[src/rtl/fetch_sequencer.sv]
// rtl/fetch_sequencer.sv - fetch PC owner and fetch-group request sequencer for the icache
module fetch_sequencer #(
    parameter int FETCH_WIDTH = 4,
    parameter int PC_W        = 16,
    parameter logic [PC_W-1:0] RESET_PC = 16'h0000,
    parameter int ICACHE_LAT  = 1
) (
    input  logic                        clk,
    input  logic                        rst_n,
    input  logic [PC_W-1:0]             jump_target,
    input  logic                        is_jump,
    input  logic [2:0]                  num_fetch,
    output logic [FETCH_WIDTH*PC_W-1:0] pc_to_icache_flat,
    output logic                        req_valid,
    output logic [FETCH_WIDTH-1:0]      req_mask,
    output logic                        rsp_valid,
    output logic [FETCH_WIDTH-1:0]      rsp_mask,
    output logic [PC_W-1:0]             rsp_pc,
    output logic [15:0]                 stall_cycles
);

    typedef enum logic [1:0] {BOOT, RUN, FLUSH} state_t;

    state_t                        state, state_next;
    logic [PC_W-1:0]               pc, pc_next;
    logic                          epoch, epoch_next;
    logic [FETCH_WIDTH*PC_W-1:0]   flat_next;
    logic                          req_valid_next;
    logic [FETCH_WIDTH-1:0]        req_mask_next;
    logic [15:0]                   stall_next;
    logic                          rsp_valid_next;
    logic [FETCH_WIDTH-1:0]        rsp_mask_next;
    logic [PC_W-1:0]               rsp_pc_next;
    logic                          issue;
    logic                          flush_pipe;
    logic [2:0]                    n_lanes;
    logic [FETCH_WIDTH-1:0]        lane_mask;

    // In-flight groups, entry 0 is the youngest; the last entry feeds rsp_*.
    logic                   pipe_valid [ICACHE_LAT];
    logic [FETCH_WIDTH-1:0] pipe_mask  [ICACHE_LAT];
    logic [PC_W-1:0]        pipe_pc    [ICACHE_LAT];
    logic                   pipe_epoch [ICACHE_LAT];

    always_comb begin
        n_lanes   = (num_fetch > 3'd4) ? 3'd4 : num_fetch;
        lane_mask = '0;
        for (int i = 0; i < FETCH_WIDTH; i++) begin
            lane_mask[FETCH_WIDTH-1-i] = (i < int'(n_lanes));
        end
    end

    always_comb begin
        state_next     = state;
        pc_next        = pc;
        epoch_next     = epoch;
        flat_next      = pc_to_icache_flat;
        req_valid_next = 1'b0;
        req_mask_next  = '0;
        stall_next     = stall_cycles;
        issue          = 1'b0;
        flush_pipe     = 1'b0;

        if (is_jump) begin
            pc_next    = jump_target & ~PC_W'(1);
            epoch_next = ~epoch;
            flush_pipe = 1'b1;
            state_next = FLUSH;
        end else begin
            case (state)
                BOOT:  state_next = RUN;
                FLUSH: state_next = RUN;
                RUN: begin
                    if (n_lanes != 3'd0) begin
                        issue          = 1'b1;
                        req_valid_next = 1'b1;
                        req_mask_next  = lane_mask;
                        for (int i = 0; i < FETCH_WIDTH; i++) begin
                            flat_next[(FETCH_WIDTH-i)*PC_W-1 -: PC_W] = pc + PC_W'(2 * i);
                        end
                        pc_next = pc + PC_W'({n_lanes, 1'b0});
                    end else if (stall_cycles != 16'hFFFF) begin
                        stall_next = stall_cycles + 16'd1;
                    end
                end
                default: state_next = BOOT;
            endcase
        end
    end

    // A redirect on the presenting edge squashes the response along with the pipe.
    always_comb begin
        rsp_valid_next = pipe_valid[ICACHE_LAT-1] && (pipe_epoch[ICACHE_LAT-1] == epoch) && !is_jump;
        rsp_mask_next  = rsp_valid_next ? pipe_mask[ICACHE_LAT-1] : '0;
        rsp_pc_next    = rsp_valid_next ? pipe_pc[ICACHE_LAT-1]   : '0;
    end

    always_ff @(posedge clk or negedge rst_n) begin
        if (!rst_n) begin
            state <= BOOT;
        end else begin
            state <= state_next;
        end
    end

    always_ff @(posedge clk or negedge rst_n) begin
        if (!rst_n) begin
            pc                <= RESET_PC;
            epoch             <= 1'b0;
            pc_to_icache_flat <= '0;
            req_valid         <= 1'b0;
            req_mask          <= '0;
            rsp_valid         <= 1'b0;
            rsp_mask          <= '0;
            rsp_pc            <= '0;
            stall_cycles      <= '0;
            for (int i = 0; i < ICACHE_LAT; i++) begin
                pipe_valid[i] <= 1'b0;
                pipe_mask[i]  <= '0;
                pipe_pc[i]    <= '0;
                pipe_epoch[i] <= 1'b0;
            end
        end else begin
            pc                <= pc_next;
            epoch             <= epoch_next;
            pc_to_icache_flat <= flat_next;
            req_valid         <= req_valid_next;
            req_mask          <= req_mask_next;
            rsp_valid         <= rsp_valid_next;
            rsp_mask          <= rsp_mask_next;
            rsp_pc            <= rsp_pc_next;
            stall_cycles      <= stall_next;
            pipe_valid[0]     <= issue && !flush_pipe;
            pipe_mask[0]      <= req_mask_next;
            pipe_pc[0]        <= pc;
            pipe_epoch[0]     <= epoch;
            for (int i = 1; i < ICACHE_LAT; i++) begin
                pipe_valid[i] <= pipe_valid[i-1] && !flush_pipe;
                pipe_mask[i]  <= pipe_mask[i-1];
                pipe_pc[i]    <= pipe_pc[i-1];
                pipe_epoch[i] <= pipe_epoch[i-1];
            end
        end
    end

endmodule

[config.mk]
export PLATFORM = sky130hd
export DESIGN_NAME = fetch_sequencer
export DESIGN_NICKNAME = d
export VERILOG_FILES = /design/src/rtl/fetch_sequencer.sv
export SDC_FILE = /design/constraint.sdc
export NUM_CORES = 1
export LEC_CHECK = 0
export CAP_MARGIN = 5
export CORE_MARGIN = 5
export CORE_UTILIZATION = 51
export DETAILED_ROUTE_END_ITERATION = 7
export PLACE_DENSITY = 0.88
export SYNTH_ARGS = -nofsm -noshare
export SYNTH_HDL_FRONTEND = slang
export SYNTH_SLANG_ARGS = --single-unit
export TNS_END_PERCENT = 20
[constraint.sdc]
create_clock -name clk -period 2.4 [get_ports clk]
set_input_delay 0.36 -clock clk [delete_from_list [all_inputs] [get_ports clk]]
set_output_delay 0.36 -clock clk [all_outputs]
set_load 0.01 [all_outputs]
# --- Yosys cells after proc, flatten, opt, wreduce, memory -nomap -nowiden ---
# Index checks and enable logic that the tools add are counted.
classes:
  n_addsub: 5
  n_mul: 0
  div_mod_pow: 0
  magnitude_cmp: 5
  eq_ne: 5
  n_shift: 0
  n_mux: 15
  n_bitwise: 3
  reduce_logical: 13
op_table:
  columns: ["cell", "n"]
  rows:
  - ["$mux W16", 4]
  - ["$add A16 B3 Y16 const B", 2]
  - ["$add A16 B1 Y16 const B", 1]
  - ["$add A16 B2 Y16 const B", 1]
  - ["$add A16 B4 Y16", 1]
  - ["$mux W4", 4]
  - ["$ne A16 B16 Y1 const B", 1]
  - ["$lt A1 B3 Y1 const A", 2]
  - ["$lt A2 B3 Y1 const A", 2]
  - ["$mux W1", 4]
  - ["$pmux W2 S2", 1]
  - ["$reduce_and A4 Y1", 1]
  - ["$reduce_bool A2 Y1", 2]
  - ["$gt A3 B3 Y1 const B", 1]
  - ["$logic_and A1 B1 Y1", 3]
  - ["$mux W3", 1]
  - ["$not A1 Y1", 3]
  - ["$reduce_and A3 Y1", 1]
  - ["$reduce_bool A3 Y1", 1]
  - ["$eq A2 B1 Y1 const B", 1]
  - ["$eq A2 B2 Y1 const B", 1]
  - ["$logic_not A1 Y1", 2]
  - ["$logic_not A2 Y1", 1]
  - ["$mux W2", 1]
  - ["other kinds (4)", 4]
word_totals:
  ff_bits: 143
  latchBits: 0
  ramBits: 0
  rom_bits: 0
  inputBits: 22
  out_inout_bits: 106
  wordCells: 59
  n_memories: 0

# --- Longest topological paths before layout ---
# Gate-level depths: netlist of the first run.
depth:
  ltp_word: 7
  ltp_mapped: 8

# --- Worst setup path after synthesis of the first run ---
# Ideal clock, no wire load.
synth_timing:
  path_type: "input-to-reg"
  start: "input num_fetch[0]"
  end: "register pc[15]"
  arrival_ns: 2.091
  setup_slack_ns: 0.227
  path_stages: 8
  n_path_buf: 0
  path_cell_list: "nor2b_1 > ha_1 > inv_1 > fa_1 > nor2b_1 > o2111ai_1 > or4_1 > a31oi_1"
synth_between:
  elab_chain_cells: 6
  word_cells_on_any_way: 9
synth_lines:
  columns: ["item", "line", "rtl"]
  rows:
  - ["start: declaration", "12", "input logic [2:0] num_fetch,"]
  - ["$gt A3 B3 Y1", "46", "n_lanes = (num_fetch > 3'd4) ? 3'd4 : num_fetch;"]
  - ["$mux W3 *", "46", null]
  - ["$add A16 B4 Y16", "81", "pc_next = pc + PC_W'({n_lanes, 1'b0});"]
  - ["$mux W16", "74", "if (n_lanes != 3'd0) begin"]
  - ["$mux W16", "70", "case (state)"]
  - ["$mux W16", "64", "if (is_jump) begin"]
  - ["end signal: assignment", "124", "pc <= pc_next;"]
  - ["end: declaration", "25", "logic [PC_W-1:0] pc, pc_next;"]
# Mark *: on every way between the ends. The rest lies on a longest branch, timed or not. The select of a mux whose other input is x is not followed.
# A chain may end at the register's enable or synchronous reset.

# --- Final worst setup path of the first run ---
layout_timing:
  start: "input num_fetch[0]"
  end: "register pc[9]"
# Same word-level chain as after synthesis.

==> results of run 1 <==
## cells by family (layout without fill, tap and decap cells)
kind of cell / after synthesis / after routing / synth area share
DFF: 133 / 133 / 0.5646
muxes: 1 / 1 / 0.002546
xor gates and xnor gates: 50 / 50 / 0.07429
adders and majority gates: 9 / 9 / 0.02038
buffers and inverters: 55 / 191 / 0.04457
and+or+nand+nor: 241 / 241 / 0.2087
other: 1 / 5 / 0.0006362
AOI/OAI and AO/OA: 85 / 85 / 0.08427
## registers in the layout (all words and copies together) (netlist names)
name,cells
pc_to_icache_flat,58
stall_cycles,16
pc,15
pipe_pc,15
rsp_pc,15
pipe_mask,4
rsp_mask,4
state,2
epoch,1
pipe_epoch,1
pipe_valid,1
rsp_valid,1
## report_power, final
part / leakage (µW) / internal, µW / switching [µW] / total [µW]
registers: 0.00169 / 2560 / 251 / 2810
clock network: 0.000271 / 1530 / 889 / 2410
logic: 0.00157 / 686 / 604 / 1290
## critical path: stages
cell	delay (ps)
clkdlybuf4s50_1	490
nor2b_1	150
ha_1	170
inv_1	50
fa_1	380
nor2b_2	140
o2111ai_1	130
buf_4	190
or4_1	410
nand3_1	100
## placed cells by master, fill, tap and decap left out, types with 2 or more instances in the layout
cell / n
clkbuf_8: 4
buf_4: 28
o21a_1: 2
nor3_1: 13
o2111ai_1: 2
nor4_1: 7
buf_12: 2
clkbuf_16: 17
o21ai_0: 46
or4_1: 14
a31oi_1: 10
and2_1: 23
xnor2_1: 19
nand2_1: 111
o31ai_1: 5
and4_1: 6
a21oi_1: 7
nor2_1: 16
nand3_1: 21
and3_1: 3
dfrtp_1: 133
clkdlybuf4s50_1: 120
o211ai_1: 7
xor2_1: 31
inv_1: 8
nor2b_1: 3
or3_1: 2
clkinv_2: 3
nand4_1: 12
conb_1: 5
clkbuf_1: 6
ha_1: 8
## how the worst min path moves through the flow
| stage | start | to | slack (ps) | depth (start not counted) |
|---|---|---|---|---|
| after global routing | rst_n | rsp_valid | 50 | 1 |
| after detailed placement | epoch | pipe_epoch | 430 | 0 |
| after CTS | rst_n | pc_to_icache_flat[54] | 20 | 1 |
| after floorplan | rst_n | epoch | 60 | 0 |
| final | rst_n | rsp_valid | 2 | 1 |
| after global placement | epoch | pipe_epoch | 420 | 0 |
## layer usage
layer	vias up	GRT usage	share of wire
met4	0	0.06452	0.017
met1	2318	0.2949	0.42
met5	-	0	0
li1	2212	-	-
met3	22	0.06439	0.068
met2	181	0.3600	0.50
## area by class of cell
cell class,instances,area share
Sequential cell,133,0.4228
Multi-Input combinational cell,391,0.2948
Timing Repair Buffer,151,0.1858
Clock buffer,27,0.06389
Tap cell,143,0.02273
Clock inverter,4,0.005722
Inverter,9,0.004291
## metrics by stage
stage / hold slack, ps / instances / power (µW) / setup WS, ps
final: 1.832 / 858 / 6509 / 164.5
after global routing: 49.68 / 858 / 6815 / 23.70
after CTS: 23.43 / 858 / 6544 / 152.5
after detailed placement: 432.3 / 827 / 4135 / -256.8
after global placement: 419.3 / 827 / 4071 / -204.1
after floorplan: 64.41 / 579 / 3341 / 227.4
==> out/metrics.cfg, run 1 <==
[status]
status = finished clean

[logic_synthesis]
synth_edf_count = 0
synth_common_cells = dfrtp_1 (133), nand2_1 (111), o21ai_0 (46), xor2_1 (31), clkbuf_1 (25)
yosys-top-cells-area = dfrtp_1 (56%), nand2_1 (7.1%), xor2_1 (4.6%), o21ai_0 (3.9%), xnor2_1 (2.8%)
synth_cell_type_count = 48
synthArstFlopShare = 1.000
yosysTopAreaCell = dfrtp_1
yosysWarningCount = 0
synthCells = 575
yosysMostFrequentCell = dfrtp_1
ys_seq_area_frac = 0.5646
synth_seq_cells = 133
avgSynthCellArea_um2 = 10.25
synthFlopType = dfrtp_1
synth_top_area_share = 0.5646
syn-cell-area_um2 = 5894

[setup_path]
cp_data_required_time_ps = 2750
rrSetupSlack_ps = 290
rr_worst_depth = 4
critical_path.startpoint_type = input port
cp_max_fo = 5
end_kind = flip-flop
crit_type = input port to flip-flop
arrival_ps = 2580
crit_path_end = pc[9]
r2r_start = pc[6]
r2r_end = pc_to_icache_flat[14]
critPathLaunch = num_fetch[0]

[placed_design]
gp_congestion = 0.8686
dp_hpwl_um = 10530
io_buffers = 121
place_area_um2 = 7322

[clocking]
clk_pin_slew_worst_paths_ps = 60
cts_hold_buf = 0
clock_sinks = 133
h-tree-depth = 4
root_buffer = clkbuf_16
cts_buffers = 17
cts_setup_buffers = 0
cts_tree = yes
clk_latency_ps = 410
clockBufferDepth = 2
cts_resized = 0

[pwr]
leakagePower_uw = 0.003532
max-vdd-ir-drop_mv = 0.4742
pwr_density_cell_nw_per_um2 = 826.8

[global_route]
antenna_found_initial = 0
grt_max_degree = 81
grt_use_total = 0.2231
grt_overflow = 0
grt_pass1_vias = 4932
grt_first_pass_wirelength_um = 25530

[sta]
setup_viol = 0
fin_crit_sh = 0.9314
fin_tns_setup_ps = 0
max_freq_mhz = 447.3
worst_pin_slew_ps = 728.9
slew_headroom = 0.5140
rsz0062_at_grt = no
drv_slew = 0
fin_crit_ps = 2235
report.final.hold_viol_count = 0
clock_skew_ps = 15.12

[route]
drc_errors = 0
num_vias = 4733
vias_per_cell = 5.516
drt_wl_total_um = 14990
dr.first_iter.drc_count = 390
post_drt_wl_per_cell_um = 17.47
antenna_left = 0
first_pass_iters = 5

[die]
start_util = 0.5184
die-area_um2 = 13810
die_x_um = 117.5
boundaryPins = 128
fp-row-count = 39
core_um2 = 11370
die_h_um = 117.5

[final_layout]
area_growth_pct = 33.56
seq_area_um2 = 3328
final_core_util = 0.6924
multi_input_area_um2 = 2321
num_antenna_cells = 0
layout-drive-gt1-share = 0.09231
nets = 734
fillers = 818
stdcell_area_um2 = 7873

[min_path]
hp-class = input port to async pin

[job]
drv_cap = 0

Note: power is estimated with default switching activity, not from simulation.
==> inputs of run 2 (changes only) <==
--- a/config.mk
+++ b/config.mk
@@ -7,9 +7,11 @@
 export LEC_CHECK = 0
 export CAP_MARGIN = 5
 export CORE_MARGIN = 5
-export CORE_UTILIZATION = 51
+export CORE_UTILIZATION = 53
+export CTS_BUF_LIST = sky130_fd_sc_hd__clkbuf_4
 export DETAILED_ROUTE_END_ITERATION = 7
-export PLACE_DENSITY = 0.88
+export MAX_ROUTING_LAYER = met4
+export PLACE_DENSITY = 0.91
 export SYNTH_ARGS = -nofsm -noshare
 export SYNTH_HDL_FRONTEND = slang
 export SYNTH_SLANG_ARGS = --single-unit
==> out/metrics.cfg, run 2 (same netlist as run 1, synthesis figures left out) <==
[status]
status = finished clean

[final_layout]
mostFrequentLayoutCells = dfrtp_1 (133), clkdlybuf4s50_1 (120), nand2_1 (111), o21ai_0 (46), xor2_1 (31)
largest_registers = pc_to_icache_flat: 58 flops, stall_cycles: 16 flops
layoutNonFillerInstCount = 854  ; -0.47%
area_growth_pct = 30.50
top_register = pc_to_icache_flat
layout_commonest_cell = dfrtp_1
layout-drive-gt1-share = 0.09524  ; +0.002930
largest_reg_flops = 58  ; unchanged
nets = 734  ; unchanged
num_antenna_cells = 0  ; unchanged

[clocking]
clk_pin_slew_worst_paths_ps = 130  ; +70 ps
root_buffer = clkbuf_4
cts_tree = yes
cts_buffers = 17  ; unchanged
h-tree-depth = 4  ; unchanged
clockBufferDepth = 2  ; unchanged
cts_resized = 0  ; unchanged
clk_latency_ps = 550  ; +140 ps
cts_hold_buf = 1  ; +1
cts_setup_buffers = 0  ; unchanged
clock_sinks = 133  ; unchanged

[setup_path]
arrival_ps = 2740  ; +160 ps
critical_path.startpoint_type = input port
cp_max_fo = 6  ; +1
crit_type = input port to flip-flop
end_kind = flip-flop
cp_data_required_time_ps = 2870  ; +120 ps

[global_route]
grt_first_pass_wirelength_um = 23630  ; -7.4%
use_met1 = 0.2881  ; -0.006866
grt_max_degree = 60  ; -26%
antenna_found_initial = 0  ; unchanged
grt_use_met2 = 0.3715  ; +0.01156
grt_overflow = 0  ; unchanged
grt_use_total = 0.2342  ; +0.01115
grt_pass1_vias = 4877  ; -1.1%
grt.busiest_layer = met2
use_met3 = 0.06371  ; -0.0006845

[sta]
setup_viol = 0  ; unchanged
worst_pin_slew_ps = 578.9  ; -150.1 ps
slew_headroom = 0.6111  ; +0.09708
fin_crit_sh = 0.9475  ; +0.01608
max_freq_mhz = 439.7  ; -1.7%
clock_skew_ps = 18.68  ; +3.556 ps
rsz0062_at_grt = no
fin_crit_ps = 2274  ; +38.59 ps
drv_slew = 0  ; unchanged
report.final.hold_viol_count = 0  ; unchanged

[pwr]
leakagePower_uw = 0.003452  ; -2.3%
p_int_uw = 4266  ; -11%
pwr_density_cell_nw_per_um2 = 772.2  ; -6.6%
p_sw_frac = 0.2819  ; +0.01416
max-vdd-ir-drop_mv = 0.4017  ; -15%
sequentialPowerShare = 0.468  ; +0.037
pwr-share-comb = 0.222  ; +0.024
clkPwrFrac = 0.310  ; -0.061
finalPower_uw = 5940  ; -8.7%
power.switching_uw = 1674  ; -3.9%

[route]
drt_wl_total_um = 14480  ; -3.4%
antenna_left = 0  ; unchanged
num_vias = 4828  ; +2.0%
vias_per_cell = 5.653  ; +2.5%
first_pass_iters = 8  ; +3
drc_errors = 0  ; unchanged
post_drt_wl_per_cell_um = 16.95  ; -2.9%
dr.first_iter.drc_count = 414  ; +6.2%

[die]
fp-row-count = 38  ; -2.6%
die-area_um2 = 13330  ; -3.5%
die_x_um = 115.5  ; -1.7%
core_um2 = 10890  ; -4.2%
boundaryPins = 128  ; unchanged
start_util = 0.5414  ; +0.02294
die_h_um = 115.5  ; -1.7%

[placed_design]
io_buffers = 121  ; unchanged
dp_hpwl_um = 10330  ; -1.9%
place_inst = 823  ; -0.48%
gp_congestion = 0.8956  ; +3.1%

[min_path]
hp-class = input port to async pin

[job]
drv_cap = 0  ; unchanged

[run 2: cell count changes in the layout (fill, tap and decap cells not counted), moves of 2 or more]
| cell | previous run | this run |
|---|---|---|
| clkbuf_8 | 4 | 0 |
| clkinv_2 | 3 | 1 |
| clkbuf_16 | 17 | 0 |
| buf_4 | 28 | 26 |
| clkbuf_1 | 6 | 0 |
| bufinv_16 | 1 | 6 |
| clkinv_4 | 0 | 3 |
| clkbuf_4 | 0 | 17 |
[run 2: worst paths after layout]
check | cells past startpoint | endpoint | slack, ps | start
worst max register to register | 7 | pc[15] | 190 | pc[1]
max in group asynchronous | 3 | pc_to_icache_flat[19] | 1400 | rst_n
min in group clk | 3 | pc[4] | 380 | jump_target[4]
worst max-delay path | 9 | pc[15] | 130 | num_fetch[0]
worst min register to register | 0 | pipe_epoch | 440 | epoch
worst min-delay path | 2 | pipe_pc[7] | 300 | rst_n
[run 2: stage by stage]
stage                     hold WS [ps]  area [µm²]    util  setup TNS, ps  setup slack [ps]
after floorplan                  64.41        5909       -              0             227.4
final                            302.6        7692  0.7065              0             126.0
after global placement           321.4        7323  0.6726          -1008            -286.8
after global routing             339.6        7692  0.7065              0             8.278
after CTS                        287.7        7692  0.7065              0             183.4
after detailed placement         327.3        7323  0.6726          -1716            -369.9
[run 2: critical path, cell delays in order]
cell	delay, ps
clkdlybuf4s50_1	470
nor2b_1	140
ha_1	170
inv_1	60
fa_1	390
nor2b_1	200
o2111ai_1	290
or4_1	480
a31oi_1	180
[run 2: cell type report]
class	instances	area (µm²)
inverter	9	33.78
clock buffer	17	127.6
timing repair buffer	151	1478
multi-input combinational	391	2318
clock inverter	13	231.5
fill	771	3196
sequential	133	3328
tap	140	175.2
[run 2: power by group through the flow]
stage / logic (µW) / registers, µW / clock network, µW
3_5_place_dp: 1320 / 2830 / 0
4_1_cts: 1330 / 2780 / 1860
3_3_place_gp: 1280 / 2810 / 0
2_1_floorplan: 469 / 2870 / 0
6_report: 1320 / 2780 / 1840
5_1_grt: 1420 / 2830 / 1960
[run 2: layer usage]
| metal | share of wire | vias to the layer above |
|---|---|---|
| li1 | - | 2208 |
| met1 | 0.39 | 2344 |
| met2 | 0.50 | 234 |
| met3 | 0.087 | 42 |
| met4 | 0.021 | 0 |
| met5 | 0 | - |
